### config.mk
export PLATFORM = sky130hd
export DESIGN_NAME = rf_writeback
export DESIGN_NICKNAME = d
export VERILOG_FILES = /design/src/rtl/rf_pkg.sv /design/src/rtl/rf_load_align.sv /design/src/rtl/rf_writeback.sv
export SDC_FILE = /design/constraint.sdc
export NUM_CORES = 1
export LEC_CHECK = 0
export CORE_MARGIN = 2
export CORE_UTILIZATION = 38
export DETAILED_ROUTE_END_ITERATION = 7
export PLACE_DENSITY_LB_ADDON = 0.25
export REMOVE_ABC_BUFFERS = 1
export SETUP_SLACK_MARGIN = 0.4
export SYNTH_ARGS = -nofsm -noshare
export SYNTH_HDL_FRONTEND = slang
export SYNTH_SLANG_ARGS = --single-unit
export TNS_END_PERCENT = 10
### constraint.sdc
create_clock -name clk -period 2.1 [get_ports clk]
set_clock_uncertainty 0.15 [all_clocks]
set_input_delay 0.63 -clock clk [delete_from_list [all_inputs] [get_ports clk]]
set_output_delay 0.63 -clock clk [all_outputs]
set_load 0.01 [all_outputs]
### src/rtl/rf_pkg.sv
// Shared definitions for the register-file writeback slice: widths, load types, FSM states.
// The optional misaligned-load fault path is enabled with the WB_MISALIGN_EN macro.
package rf_pkg;

    localparam int XLEN_DEF    = 32;
    localparam int RADDR_W_DEF = 5;

    localparam logic [2:0] F3_LB  = 3'b000;
    localparam logic [2:0] F3_LH  = 3'b001;
    localparam logic [2:0] F3_LW  = 3'b010;
    localparam logic [2:0] F3_LBU = 3'b100;
    localparam logic [2:0] F3_LHU = 3'b101;

    typedef enum logic {
        IDLE = 1'b0,
        WAIT = 1'b1
    } wb_state_e;

endpackage

### src/rtl/rf_load_align.sv
// Combinational load formatter: selects the byte/half lane, extends it, and flags misalignment.
// Undefined load types behave as LW for both data and alignment.
module rf_load_align
    import rf_pkg::*;
#(
    parameter int XLEN = XLEN_DEF
) (
    input  logic [2:0]      funct3_i,
    input  logic [1:0]      addr_lo_i,
    input  logic [XLEN-1:0] rdata_i,
    output logic [XLEN-1:0] data_o,
    output logic            misaligned_o
);

    logic [7:0]  byteSel;
    logic [15:0] halfSel;

    always_comb begin
        byteSel      = rdata_i[{addr_lo_i, 3'b000} +: 8];
        halfSel      = addr_lo_i[1] ? rdata_i[31:16] : rdata_i[15:0];
        data_o       = rdata_i;
        misaligned_o = 1'b0;
        case (funct3_i)
            F3_LB: data_o = {{(XLEN-8){byteSel[7]}}, byteSel};
            F3_LBU: data_o = {{(XLEN-8){1'b0}}, byteSel};
            F3_LH: begin
                data_o       = {{(XLEN-16){halfSel[15]}}, halfSel};
                misaligned_o = addr_lo_i[0];
            end
            F3_LHU: begin
                data_o       = {{(XLEN-16){1'b0}}, halfSel};
                misaligned_o = addr_lo_i[0];
            end
            default: begin
                data_o       = rdata_i;
                misaligned_o = (addr_lo_i != 2'b00);
            end
        endcase
    end

endmodule

### src/rtl/rf_writeback.sv
// Writeback stage merging ALU results and single-outstanding load responses into one RF write port.
// Define WB_MISALIGN_EN to suppress misaligned LH/LHU/LW writes and raise misalign_err.
module rf_writeback
    import rf_pkg::*;
#(
    parameter int XLEN    = XLEN_DEF,
    parameter int RADDR_W = RADDR_W_DEF
) (
    input  logic               clk,
    input  logic               resetn,
    input  logic               alu_valid,
    output logic               alu_ready,
    input  logic [RADDR_W-1:0] alu_rd,
    input  logic [XLEN-1:0]    alu_result,
    input  logic               ld_valid,
    output logic               ld_ready,
    input  logic [RADDR_W-1:0] ld_rd,
    input  logic [2:0]         ld_funct3,
    input  logic [1:0]         ld_addr_lo,
    input  logic               mem_rvalid,
    input  logic [XLEN-1:0]    mem_rdata,
    output logic [XLEN-1:0]    w_data,
    output logic [RADDR_W-1:0] w_addr,
    output logic               w_ena,
`ifdef WB_MISALIGN_EN
    output logic               misalign_err,
`endif
    output logic               load_busy
);

    wb_state_e          state_q, state_d;
    logic [RADDR_W-1:0] ldRd_q;
    logic [2:0]         ldFunct3_q;
    logic [1:0]         ldAddrLo_q;
    logic               wEna_q, wEna_d;
    logic [RADDR_W-1:0] wAddr_q, wAddr_d;
    logic [XLEN-1:0]    wData_q, wData_d;
    logic [XLEN-1:0]    loadData;
    logic               ldFire, aluFire, respFire;
`ifdef WB_MISALIGN_EN
    logic               loadMisaligned;
    logic               misalignErr_q;
`else
    logic               unusedMisaligned;
`endif

    rf_load_align #(.XLEN(XLEN)) u_align (
        .funct3_i     (ldFunct3_q),
        .addr_lo_i    (ldAddrLo_q),
        .rdata_i      (mem_rdata),
        .data_o       (loadData),
`ifdef WB_MISALIGN_EN
        .misaligned_o (loadMisaligned)
`else
        .misaligned_o (unusedMisaligned)
`endif
    );

    assign respFire = (state_q == WAIT) && mem_rvalid;
    assign ldFire   = ld_valid && ld_ready;
    assign aluFire  = alu_valid && alu_ready;

    always_ff @(posedge clk) begin
        if (!resetn) begin
            state_q <= IDLE;
        end else begin
            state_q <= state_d;
        end
    end

    always_comb begin
        state_d = state_q;
        case (state_q)
            IDLE: if (ldFire) state_d = WAIT;
            WAIT: if (mem_rvalid) state_d = ldFire ? WAIT : IDLE;
            default: state_d = IDLE;
        endcase
    end

    // An ALU write to the pending load's rd must wait, or the older load would overwrite it.
    always_comb begin
        ld_ready  = 1'b1;
        alu_ready = 1'b1;
        load_busy = 1'b0;
        if (state_q == WAIT) begin
            ld_ready  = mem_rvalid;
            alu_ready = !mem_rvalid && !((alu_rd == ldRd_q) && (alu_rd != '0));
            load_busy = 1'b1;
        end
    end

    always_comb begin
        wEna_d  = 1'b0;
        wAddr_d = wAddr_q;
        wData_d = wData_q;
        if (respFire) begin
`ifdef WB_MISALIGN_EN
            wEna_d = (ldRd_q != '0) && !loadMisaligned;
`else
            wEna_d = (ldRd_q != '0);
`endif
            wAddr_d = ldRd_q;
            wData_d = loadData;
        end else if (aluFire) begin
            wEna_d  = (alu_rd != '0);
            wAddr_d = alu_rd;
            wData_d = alu_result;
        end
    end

    always_ff @(posedge clk) begin
        if (!resetn) begin
            ldRd_q     <= '0;
            ldFunct3_q <= '0;
            ldAddrLo_q <= '0;
            wEna_q     <= 1'b0;
            wAddr_q    <= '0;
            wData_q    <= '0;
        end else begin
            if (ldFire) begin
                ldRd_q     <= ld_rd;
                ldFunct3_q <= ld_funct3;
                ldAddrLo_q <= ld_addr_lo;
            end
            wEna_q  <= wEna_d;
            wAddr_q <= wAddr_d;
            wData_q <= wData_d;
        end
    end

`ifdef WB_MISALIGN_EN
    always_ff @(posedge clk) begin
        if (!resetn) begin
            misalignErr_q <= 1'b0;
        end else begin
            misalignErr_q <= respFire && loadMisaligned;
        end
    end

    assign misalign_err = misalignErr_q;
`endif

    assign w_ena  = wEna_q;
    assign w_addr = wAddr_q;
    assign w_data = wData_q;

endmodule

======== After elaboration in Yosys (flattened, before gate mapping) ========
Cells that the tools add are included.
operators by class
  eq/ne operators ......................... 4
  shifts and indexed selects .............. 1
  mux-type cells .......................... 14
  bitwise gates (word level) .............. 1
  reductions and logical operators ........ 11
operators with widths
  operator              number
  $pmux W32 S4          1
  $mux W32              2
  $shiftx A32 B6 Y8     1
  $mux W16              1
  $mux W5               2
  $reduce_bool A5 Y1    2
  $mux W1               7
  $eq A3 B3 Y1 const B  2
  $eq A5 B5 Y1          1
  $logic_and A1 B1 Y1   5
  $eq A3 B1 Y1 const B  1
  $logic_not A3 Y1      1
  $logic_not A1 Y1      2
  $pmux W1 S2           1
  $reduce_bool A2 Y1    1
  $not A1 Y1            1
word-level totals
  register bits ........................... 49
  output and inout bits ................... 41
  logic and storage cells ................. 38

======== Depth between registers and ports, before layout ========
  depth after elaboration ................. 8
  gate-level depth with buffers ........... 7
  depth with buffers taken out ............ 5

======== Modules after synthesis ========
From an unflattened synthesis, not the netlist that was laid out.
second synthesis, totals
  cells, all modules ...................... 353
  area total of the unflattened synthesis .. 2889.0 µm²
modules (own cells, without submodules)
  module         times used  cells an instance  area each (µm²)  sequential area each (µm²)
  rf_writeback   1           230                2135.8           980.9
  rf_load_align  1           123                753.2            0.0

======== Least setup slack after synthesis ========
Ideal clock, no wire load.
  path type ............................... input to output
  start point ............................. input port alu_rd[3]
  end point ............................... output port alu_ready
  data arrival time ....................... 1.563 ns
  data required time ...................... 1.320 ns
  setup slack ............................. -0.243 ns
  cell stages on the path ................. 4
  buffers on the path ..................... 0
  cell sequence ........................... or4_4 nor2_8 nor3_1 nor2_1
between the ends
  longest elaborated chain between the ends .. 5
  elaborated cells on any way between the ends .. 6
ends and longest elaborated chain
  what                                                       line                source
  start: declaration                                         rf_writeback.sv:13  input logic [RADDR_W-1:0] alu_rd,
  $eq A5 B5 Y1 / $reduce_bool A5 Y1 (equally long branches)  rf_writeback.sv:87  alu_ready = !mem_rvalid && !((alu_rd == ldRd_q) && (alu_rd != '0));
  $logic_and A1 B1 Y1 *                                      rf_writeback.sv:87
  $logic_not A1 Y1 *                                         rf_writeback.sv:87
  $logic_and A1 B1 Y1 *                                      rf_writeback.sv:87
  $mux W1 *                                                  rf_writeback.sv:85  if (state_q == WAIT) begin
  end: declaration                                           rf_writeback.sv:12  output logic alu_ready,
Every way passes the cells marked *; elsewhere a longest branch is shown, timed or not.

======== Worst setup path after layout ========
Same ends and word-level chain as after synthesis.

==> results_dict.tcl <==
set metrics [dict create \
    drive_gt1_share_pct 29.25 \
    root_buffer "clkbuf_8" \
    final_cells 561 \
    hpwl_um 6654 \
    portBuffers 124 \
    maxSlewViolCount 0 \
    cts.reportedPaths.clkPinSlew_ns 0.09 \
    worstMarginPinSlew_ns 0.5437 \
    fin_ws_ns -0.3530 \
    synthCells 305 \
    synth_common_cells "dfxtp_1, nand2_1, a21boi_0" \
    core_mm2 0.006869 \
    ios 125 \
    dpl_cell_area_mm2 0.004294 \
    synthTopCellsByArea "dfxtp_1, o221a_2, a21boi_0" \
    dpl.cell_count 541 \
    yosysUniqueCellTypes 46 \
    vias 3038 \
    insertedDiodeCount 0 \
    failed_checks "setup timing" \
    via_per_inst 5.415 \
    yosysWarnings 0 \
    p_leak_nw 1.819 \
    rsz0062_at_grt "yes" \
    grt_usage_pct 22.57 \
    synth_most_common_cell "dfxtp_1" \
    crit_required_ns 1.32 \
    setup-violations-final 38 \
    initial_core_util_pct 39.78 \
    wl_per_cell_um 16.72 \
    synth-edff-count 0 \
    clock_path_buffers 2 \
    place.gp.congestion 0.8302 \
    critical_path_class "in -> out" \
    r2r_start "ldRd_q[3]" \
    fin_nets 548 \
    hold_viol 0 \
    routed_wl_um 9378 \
    yosysTopAreaCell "dfxtp_1" \
    hold_buffers 0 \
    yosysSeqAreaShare_pct 35.90 \
    clock.fmax_mhz 407.7 \
    fill_cells 616 \
    clk_latency_ns 0.30 \
    status "finished, violations left" \
    rrSetupSlack_ns 0.02 \
    clock_sinks 49 \
    grt_pass1_wl_um 13910 \
    avgSynthCellArea_um2 8.959 \
    hold_path.class "reg -> reg" \
    drt_iter0_markers 138 \
    htree_levels 2 \
    post-route-period-util_pct 116.8 \
    die_w_um 88.80 \
    slew_headroom_pct 63.51 \
    grt_pass1_vias 2922 \
    overflow 0 \
    critical_path.startpoint "alu_rd[3]" \
    ir_drop_uv 260.5 \
    r2r_cells 6 \
    synth_top_area_share_pct 35.90 \
    maxCapViolCount 0 \
    grt_max_degree 31 \
    ant_nets 0 \
    power.density_mw_per_mm2 536.1 \
    die_y_um 88.80 \
    critPathMaxFanout 2 \
    endpoint_kind "primary output" \
    syn_to_final_growth_pct 64.47 \
    die_area_mm2 0.007885 \
    synth_flop_cell "dfxtp_1" \
    critPathCapture "alu_ready" \
    synthArstFlopShare_pct 0 \
    r2r-end "w_data[13]" \
    syn_area_mm2 0.002733 \
    drc 0 \
    rows 30 \
    ys_seq_elements 49 \
    finalCriticalPeriod_ns 2.453 \
    start_kind "primary input" \
    cts_tree "done" \
    grt_antenna_before_repair 0 \
    fin_area_mm2 0.004494 \
    arrival_ns 1.67 \
    cts_buffers 5 \
    first_pass_iters 4 \
]
==> worst max-delay path: stages <==
cell and delay, ns:
buf_6 0.09, or4_4 0.56, nor2_8 0.10, nor3_2 0.05, nor2_1 0.10, buf_2 0.14
==> per-layer routing <==
layer / vias to the layer above / GRT usage (%) / wire, um
met5: - / 0 / 0
met4: 0 / 3.306 / 48
li1: 1472 / - / -
met3: 6 / 4.478 / 664
met2: 126 / 41.72 / 4649
met1: 1434 / 27.46 / 4015
==> state kept, by name (all words and copies together), names as in the netlist <==
register / flops
w_addr: 5
ldFunct3_q: 3
ldRd_q: 5
w_ena: 1
state_q: 1
w_data: 32
ldAddrLo_q: 2
==> cells by family (layout without fill, tap and decap cells) <==
family	count (synthesis)	count (layout)	synth area share, %
AND/OR/NAND/NOR	89	89	15.48
AO/OA/AOI/OAI	118	120	34.66
buffers and inverters	26	184	5.448
XOR/XNOR	5	5	1.602
flip-flops	49	49	35.90
multiplexers	18	18	6.914
==> area by class of cell <==
cell class	count	area [um^2]	share of cell area, %
sequential	49	982.2	21.85
tap	96	120.1	2.673
multi-input combinational	232	1697	37.75
timing repair buffer	175	1590	35.38
inverter	1	3.754	0.08352
clock buffer	7	96.34	2.144
clock inverter	1	5.005	0.1114
==> how the worst min path moves through the flow <==
| stage | from | end | slack, ns | depth (start not counted) |
|---|---|---|---|---|
| CTS | w_data[7] | w_data[7] | 0.32 | 2 |
| global placement | w_data[7] | w_data[7] | 0.30 | 2 |
| floorplan | ldFunct3_q[2] | ldFunct3_q[2] | 0.29 | 2 |
| finish | w_data[7] | w_data[7] | 0.32 | 2 |
| detailed placement | w_data[7] | w_data[7] | 0.31 | 2 |
| global route | w_data[7] | w_data[7] | 0.35 | 2 |
==> layout by cell type, fill, tap and decap left out, types with 2 or more instances in the layout <==
cell type,Yosys,final
buf_2,1,2
clkdlybuf4s50_1,0,77
a21boi_2,3,3
o221a_2,20,20
nor3_2,1,2
a21o_1,6,6
a21boi_0,25,20
a21boi_1,1,6
mux2i_1,11,11
dlygate4sd2_1,0,12
buf_12,0,3
nor2_1,9,8
and2_1,2,2
nand2_2,1,2
clkbuf_8,0,7
buf_6,5,11
xnor2_1,5,3
nor3_1,3,2
xnor2_2,0,2
o21ai_0,20,20
o221ai_2,3,3
nand2_1,44,42
a21oi_1,19,19
a31oi_1,7,7
nand2b_1,2,2
clkdlybuf4s15_2,0,2
buf_4,0,41
nand3_1,19,19
o221a_1,4,4
mux2_2,7,7
clkbuf_2,1,17
dfxtp_1,49,48
o32a_4,1,3
clkdlybuf4s15_1,0,9
==> power breakdown <==
group	switching [mW]	leakage [nW]	internal, mW
clock	0.315	0.0542	0.298
combinational	0.317	1.36	0.422
sequential	0.0510	0.407	1.01
total	0.683	1.82	1.73
==> timing repair <==
item	CTS	global route
cloned	0	2
pin swaps	19	7
endpoints found under the setup margin	89	88
setup buffers	9	1
resized for setup	91	55
==> stage by stage <==
step                TNS [ns]  power [mW]  hold WS (ns)  util (%)  setup slack (ns)
CTS                   -4.840       2.406        0.3236     64.75           -0.3766
global placement      -32.16       1.799        0.2963     62.51            -1.098
global route          -6.891       2.526        0.3501     65.43           -0.4113
detailed placement    -33.81       1.815        0.3092     62.51            -1.096
floorplan             -5.317       1.355        0.2938         -           -0.2535
finish                -4.967       2.409        0.3172     65.43           -0.3530
(Power assumes the default switching activity.)
==> RTL edit (same settings) <==
The option `WB_MISALIGN_EN` is turned on by a define.
--- a/src/rtl/rf_writeback.sv
+++ b/src/rtl/rf_writeback.sv
@@ -1,5 +1,7 @@
 // Writeback stage merging ALU results and single-outstanding load responses into one RF write port.
 // Define WB_MISALIGN_EN to suppress misaligned LH/LHU/LW writes and raise misalign_err.
+`define WB_MISALIGN_EN
+
 module rf_writeback
     import rf_pkg::*;
 #(
Formal check against the unedited RTL (old outputs only; new: misalign_err): not equivalent (Yosys sat finds a counterexample within 4 cycles, from zero or initial values and one cycle with resetn low).
==> RTL edit against the unedited design <==
  * The flow still finishes with violations (negative setup slack)
  * Maximum frequency up 2.2%
  * Worst setup slack better by 0.053 ns
  * Sequential cell count up 1
  * Synthesized area down 2.6%
  * Total power up 2.8%
  * Cell area up 1.0%
  * Core utilization up 1.4 points
  * Global-route usage up 1.2 points
  * Routed wire length down 1.9%
  * Clock power up 5.4%
==> RTL edit: results (changes against the unedited design) <==
stage;metric;value;unit;change
sta;Final Worst Setup Slack;-0.300;ns;+0.0526 ns
global_routing;vias in the first global route;2843;;-2.7%
synthesis;Synth cell types;41;;-11%
synthesis;largest cells by area after synthesis;dfxtp_1 38%, mux2i_1 20%, nand2_1 5.6%;;
final_layout;Layout Cells excl Fill;552;;-1.6%
power;LEAKAGE;1.90;nW;+4.4%
critical_path;Reg2Reg Depth;8;;+2
min_path;worst hold start;ldFunct3_q[2]$_SDFFE_PN0P_;;
status;violated checks;negative setup slack;;
status;status;complete, but fails checks;;
final_layout;layout cell share with drive strength beyond 1;21.9;%;-7.3 points
final_layout;utilization after layout;66.8;%;+1.4 points
placed_design;Placer Congestion;0.907;;+9.2%
global_routing;largest net degree at the start of global routing;28;;-9.7%
synthesis;register area share after synthesis;37.6;%;+1.7 points
sta;WHS;0.381;ns;+0.0641 ns
critical_path;r2r endpoint;w_data[9]$_SDFFE_PN0P_;;
critical_path;R2R setup slack;0.05;ns;+0.03 ns
power;Clk pwr share;26.1;%;+0.6 points
critical_path;Max stage delay on crit path;0.54;ns;-0.02 ns
placed_design;pre-CTS WS;-1.06;ns;+0.0395 ns
sta;Max-Slew Margin vs Limit;61.0;%;-2.5 points
detailed_routing;WL/cell;16.7;um;-0.30%
power;Tot Pwr;0.00248;W;+2.8%
final_layout;number of fill cells;580;;-5.8%
placed_design;placed insts;537;;-0.74%
placed_design;Final HPWL DP;6460;um;-2.9%
detailed_routing;Via Count;2957;;-2.7%
synthesis;Post-synth top cells;52 x mux2i_1, 50 x dfxtp_1, 40 x nand2_1, 24 x a21oi_1, 19 x a211oi_1;;
critical_path;Critical Path Source;alu_rd[1];;
sta;Final setup viols;39;;+2.6%
detailed_routing;DR pass1 iterations;5;;+1
global_routing;Global Route Usage Sum;23.8;%;+1.2 points
sta;setup_tns;-5.43;ns;-0.460 ns
detailed_routing;Initial DRC Count;185;;+34%
die;Starting Density;39.2;%;-0.59 points
critical_path;Worst Path Arrival;1.62;ns;-0.05 ns
min_path;Hold EP;ldFunct3_q[2]$_SDFFE_PN0P_;;
critical_path;reg2reg start;ldRd_q[3]$_SDFFE_PN0P_;;
power;maximum vdd drop;0.303;mV;+16%
placed_design;IO buf count;125;;+0.81%
global_routing;first-pass GRT wire length;14200;um;+2.2%
synthesis;mean area per synthesized cell;8.96;um2;about the same
power;sw frac;27.9;%;-0.46 points
final_layout;Largest register FFs;32;;unchanged
[RTL edit: worst max path at each step]
| stage | to | slack [ns] | depth (start not counted) |
|---|---|---|---|
| after floorplan | w_data[10]$_SDFFE_PN0P_ | -1.91 | 5 |
| after global placement | alu_ready | -1.05 | 6 |
| after detailed placement | alu_ready | -1.06 | 6 |
| after global routing | alu_ready | -0.35 | 6 |
| final | alu_ready | -0.30 | 6 |
| after CTS | alu_ready | -0.34 | 6 |
[RTL edit: routing by layer]
| layer | vias to the layer above | GRT usage, % | wire (um) |
|---|---|---|---|
| met5 | - | 0 | 0 |
| met4 | 0 | 8.53 | 158 |
| met3 | 10 | 3.96 | 544 |
| met2 | 113 | 40.4 | 4600 |
| met1 | 1405 | 30.5 | 3900 |
| li1 | 1429 | - | - |
[RTL edit: timing repair]
| item | in CTS | in global routing |
|---|---|---|
| buffers inserted | 2 | 1 |
| endpoints found under the setup margin | 91 | 88 |
| gates resized for setup | 92 | 43 |
| pin swaps | 29 | 18 |
| cloned | 3 | 1 |
[RTL edit: worst reg2reg max path, delay by kind of cell, from the launching register on]
family | cells | cell delay (ns)
AO/OA/AOI/OAI | 2 | 0.34
AND/OR/NAND/NOR | 1 | 0.15
XOR/XNOR | 1 | 0.13
buffers and inverters | 3 | 0.52
flip-flops | 1 | 0.41
multiplexers | 1 | 0.23
[RTL edit: final cells by class]
type	count	share of cell area (%)
Tap cell	96	2.65
Sequential cell	50	22.1
Timing Repair Buffer	175	37.1
Inverter	4	0.331
Multi-Input combinational cell	219	35.4
Clock buffer	8	2.42
[RTL edit: cell families after synthesis]
family	synth area share, %
flops	37.6
xor+xnor	1.64
mux	20.8
compound gates	23.0
buf+inv	5.22
simple gates	11.7
